### src/rtl/pipe_latch_elastic.sv
// pipe_latch_elastic: two-entry skid latch with flush and a saturating back-pressure counter
module pipe_latch_elastic #(
   parameter int WIDTH = 32,
   parameter int CNT_W = 16
) (
   input  logic             CLK,
   input  logic             RST,
   input  logic             flush,
   input  logic             in_valid,
   output logic             in_ready,
   input  logic [WIDTH-1:0] in_data,
   output logic             out_valid,
   input  logic             out_ready,
   output logic [WIDTH-1:0] out_data,
   output logic [1:0]       occupancy,
   output logic [CNT_W-1:0] stall_cnt
);
   logic [1:0]       count;
   logic [WIDTH-1:0] head;
   logic [WIDTH-1:0] skid;
   logic             push;
   logic             pop;
   assign in_ready  = count != 2'd2;
   assign out_valid = count != 2'd0;
   assign out_data  = head;
   assign occupancy = count;
   assign push      = in_valid & in_ready;
   assign pop       = out_valid & out_ready;
   // Entry storage, occupancy and stall counter; flush only clears occupancy, payload stays but becomes invisible
   always_ff @(posedge CLK) begin
      if (RST) begin
         count     <= 2'd0;
         head      <= '0;
         skid      <= '0;
         stall_cnt <= '0;
      end else begin
         if (out_valid && !out_ready && stall_cnt != {CNT_W{1'b1}})
            stall_cnt <= stall_cnt + {{(CNT_W-1){1'b0}}, 1'b1};
         if (flush)
            count <= 2'd0;
         else if (count == 2'd0) begin
            if (push) begin
               head  <= in_data;
               count <= 2'd1;
            end
         end else if (count == 2'd1) begin
            if (push && pop)
               head <= in_data;
            else if (push) begin
               skid  <= in_data;
               count <= 2'd2;
            end else if (pop)
               count <= 2'd0;
         end else if (pop) begin
            head  <= skid;
            count <= 2'd1;
         end
      end
   end
endmodule

### config.mk
export PLATFORM = sky130hd
export DESIGN_NAME = pipe_latch_elastic
export DESIGN_NICKNAME = d
export VERILOG_FILES = /design/src/rtl/pipe_latch_elastic.sv
export SDC_FILE = /design/constraint.sdc
export NUM_CORES = 1
export LEC_CHECK = 0
export ABC_AREA = 0
export CAP_MARGIN = 5
export CELL_PAD_IN_SITES_DETAIL_PLACEMENT = 1
export CELL_PAD_IN_SITES_GLOBAL_PLACEMENT = 2
export CORE_AREA = 2 2 112 114
export CTS_BUF_LIST = sky130_fd_sc_hd__clkbuf_2 sky130_fd_sc_hd__clkbuf_4 sky130_fd_sc_hd__clkbuf_8
export CTS_CLUSTER_DIAMETER = 120
export DETAILED_ROUTE_END_ITERATION = 8
export DIE_AREA = 0 0 114 116
export PLACE_DENSITY_LB_ADDON = 0.1
export RECOVER_POWER = 100
export SLEW_MARGIN = 10
export SYNTH_ARGS = -nofsm -noshare
export SYNTH_HDL_FRONTEND = slang
export SYNTH_SLANG_ARGS = --single-unit
### constraint.sdc
create_clock -name CLK -period 2.2 [get_ports CLK]
set_input_delay 0.33 -clock CLK [delete_from_list [all_inputs] [get_ports CLK]]
set_output_delay 0.33 -clock CLK [all_outputs]
set_load 0.1 [all_outputs]
==> load_flow_metrics.sql <==
INSERT INTO impl_metrics (metric_group, metric, value, unit) VALUES
('logic_synthesis', 'ys.warnings.count', '0', ''),
('placed_design', 'sum_of_net_half_perimeters_after_detailed_placement', '6430', 'um'),
('cells_and_area', 'layout-drive-gt1-share', '22.3', '%'),
('cells_and_area', 'instances_no_fill', '631', ''),
('cts', 'cts_setup_buffers', '0', ''),
('critical_path', 'critical_path.reg2reg.startpoint', 'stall_cnt[4]$_SDFFE_PP0P_', ''),
('drt', 'drt-pass1-iter-count', '4', ''),
('drt', 'final_wl', '9600', 'um'),
('critical_path', 'regToRegEndpoint', 'stall_cnt[15]$_SDFFE_PP0P_', ''),
('global_routing', 'groute.usage.overall', '15.6', '%'),
('drt', 'route.antenna.remaining_nets', '0', ''),
('timing', 'finalHoldViolations', '0', ''),
('logic_synthesis', 'compound_gate_fraction_of_synth_area', '17.8', '%'),
('logic_synthesis', 'sequential_fraction_of_the_synthesis_area', '48.3', '%'),
('placed_design', 'gp_congestion', '0.757', ''),
('logic_synthesis', 'synth.net_count', '430', ''),
('floorplan', 'top_level_ports', '89', ''),
('min_path', 'hold_path_startpoint', 'RST', ''),
('floorplan', 'die_y', '116', 'um'),
('floorplan', 'effective_utilization_at_floorplan', '28.6', '%'),
('placed_design', 'placed_area', '4480', 'um^2'),
('min_path', 'hp-class', 'in2reg', ''),
('floorplan', 'chipWidth', '114', 'um'),
('timing', 'max_clock_freq', '0.517', 'GHz'),
('critical_path', 'critical_path.top_delay_family', 'simple AND/OR/NAND/NOR gates', ''),
('cts', 'cts_hold_repair.buffers', '0', ''),
('pwr', 'worst_ir_drop_vdd', '422', 'uV'),
('logic_synthesis', 'synthXorXnorAreaFrac', '0.257', '%'),
('placed_design', 'io_buffer_count', '88', ''),
('cts', 'post_cts.resized_instances', '0', ''),
('critical_path', 'worstSetupPathType', 'reg2reg', ''),
('timing', 'slew_viol_final', '0', ''),
('cts', 'cts_htree_levels', '3', ''),
('critical_path', 'worst-path-buf-inv', '0', ''),
('critical_path', 'ff2ff_setup_slack', '0.27', 'ns'),
('logic_synthesis', 'top_cells_by_area_synth', 'dfxtp_1 48%, mux2i_1 9.7%, nand2_1 7.5%, a211oi_1 7.3%, a21oi_1 6.8%', ''),
('global_routing', 'overflow', '0', ''),
('logic_synthesis', 'synth_edf_count', '0', ''),
('cts', 'cts_root_buffer', 'clkbuf_8', ''),
('outcome', 'outcome', 'finished clean', ''),
('timing', 'rsz_0062_raised_after_global_routing', 'false', ''),
('logic_synthesis', 'synth.most_common_cell', 'dfxtp_1', ''),
('logic_synthesis', 'avgSynthCellArea', '8.68', 'um^2'),
('cts', 'numCtsBuffers', '9', ''),
('critical_path', 'worst-endpoint-required', '2.49', 'ns'),
('critical_path', 'data_arrival_time_of_the_critical_path', '2.22', 'ns'),
('logic_synthesis', 'async_reset_ff_share', '0', '%'),
('cells_and_area', 'fillers', '1409', ''),
('cells_and_area', 'antennaDiodeCount', '0', ''),
('timing', 'timing.final.crit_share', '87.9', '%'),
('timing', 'report.final.setup_viol', '0', ''),
('critical_path', 'worstPathCellList', 'nand4_4 > or4_4 > or4_1 > a21oi_1', ''),
('placed_design', 'dp.cells', '615', ''),
('global_routing', 'grt_antenna_before_repair', '0', ''),
('drt', 'initialDrtViolationCount', '99', ''),
('floorplan', 'die-area', '13200', 'um^2'),
('timing', 'clock_skew', '0.00938', 'ns'),
('cts', 'tritoncts', 'built', ''),
('critical_path', 'crit_path_top_delay_cell', 'or4_4', ''),
('logic_synthesis', 'netlist_area', '3400', 'um^2'),
('logic_synthesis', 'synthCells', '392', ''),
('drt', 'via_cell_ratio', '4.98', ''),
('cts', 'clk_transition_reported_paths', '0.08', 'ns'),
('logic_synthesis', 'synth_simple_gate_area_share', '19.6', '%'),
('critical_path', 'worst_setup_path_end_kind', 'flop', ''),
('global_routing', 'grt_pass1_wl', '16200', 'um'),
('logic_synthesis', 'synth.cells.most_frequent', '82 x dfxtp_1, 68 x nand2_1, 46 x a21oi_1', ''),
('cells_and_area', 'num-nets-final', '517', ''),
('logic_synthesis', 'ys_seq_elements', '82', ''),
('cts', 'ctsLongestPathBuffers', '2', ''),
('logic_synthesis', 'yosys-mux-area-fraction', '10.0', '%');
[where the power goes]
group	internal (mW)	total, mW	leakage [nW]	switching, mW
Combinational	0.150	0.599	0.795	0.450
Clock	0.624	1.17	0.111	0.550
Sequential	1.53	1.56	0.675	0.0270
Total	2.30	3.33	1.58	1.03
[flip-flops by register name, indices dropped and copies added, names as in the netlist]
register and count:
stall_cnt 16, out_data 32, occupancy 2, skid 32
[how the worst max path moves through the flow]
stage,start,endpoint,slack [ns],cells past startpoint
global placement,out_ready,stall_cnt[15]$_SDFFE_PP0P_,0.02,5
detailed placement,out_ready,stall_cnt[15]$_SDFFE_PP0P_,-0.02,5
global route,stall_cnt[4]$_SDFFE_PP0P_,stall_cnt[15]$_SDFFE_PP0P_,0.12,4
CTS,stall_cnt[7]$_SDFFE_PP0P_,stall_cnt[15]$_SDFFE_PP0P_,0.34,4
floorplan,stall_cnt[5]$_SDFFE_PP0P_,stall_cnt[15]$_SDFFE_PP0P_,0.05,4
finish,stall_cnt[4]$_SDFFE_PP0P_,stall_cnt[15]$_SDFFE_PP0P_,0.27,4
[cells by family (layout without fill, tap and decap cells)]
group	count (synthesis)	count (layout)
fa+ha+maj	1	1
xor+xnor	1	1
flops	82	82
simple gates	145	145
compound gates	96	96
mux	34	34
buf+inv	33	125
[final cells by class]
class	count	area, um^2	share of cell area (%)
Sequential cell	82	1660	36.7
Multi-Input combinational cell	277	1650	36.4
Timing Repair Buffer	104	810	17.9
Tap cell	147	184	4.06
Clock buffer	14	174	3.84
Clock inverter	2	35.0	0.773
Inverter	5	18.8	0.414
[routing by layer]
metal  vias up  wire, um  GRT usage (%)
li1       1567         -              -
met3         6       422           5.07
met1      1519      4340           18.6
met5         -         0              0
met4         0        98           4.15
met2        53      4740           27.0
[cells in the final DEF (no fill, tap or decap), types with 2 or more instances in the layout]
cell type,netlist,routed
a211oi_1,33,33
a21oi_1,46,46
buf_12,0,6
buf_2,2,2
buf_4,0,10
clkbuf_2,1,50
clkbuf_4,0,3
clkbuf_8,0,11
clkdlybuf4s50_1,0,35
dfxtp_1,82,67
dfxtp_2,0,14
inv_1,5,5
mux2i_1,33,33
nand2_1,68,68
nand3_1,5,5
nand4_1,4,4
nor2_1,39,39
nor4_1,5,4
o21ai_0,6,6
o31ai_1,6,6
or3_1,9,9
or4_1,6,6
[metrics by stage]
| stage | setup slack (ns) | hold slack, ns | power, mW | util [%] |
|---|---|---|---|---|
| 6_report | 0.265 | 0.435 | 3.33 | 38.0 |
| 5_1_grt | 0.121 | 0.467 | 3.49 | 38.0 |
| 4_1_cts | 0.336 | 0.423 | 3.43 | 39.3 |
| 3_5_place_dp | -0.0190 | 0.449 | 2.22 | 37.6 |
| 3_3_place_gp | 0.0243 | 0.441 | 2.22 | 37.6 |
| 2_1_floorplan | 0.0452 | 0.398 | 2.02 | - |
No activity file was read; power rests on OpenSTA's default activity.
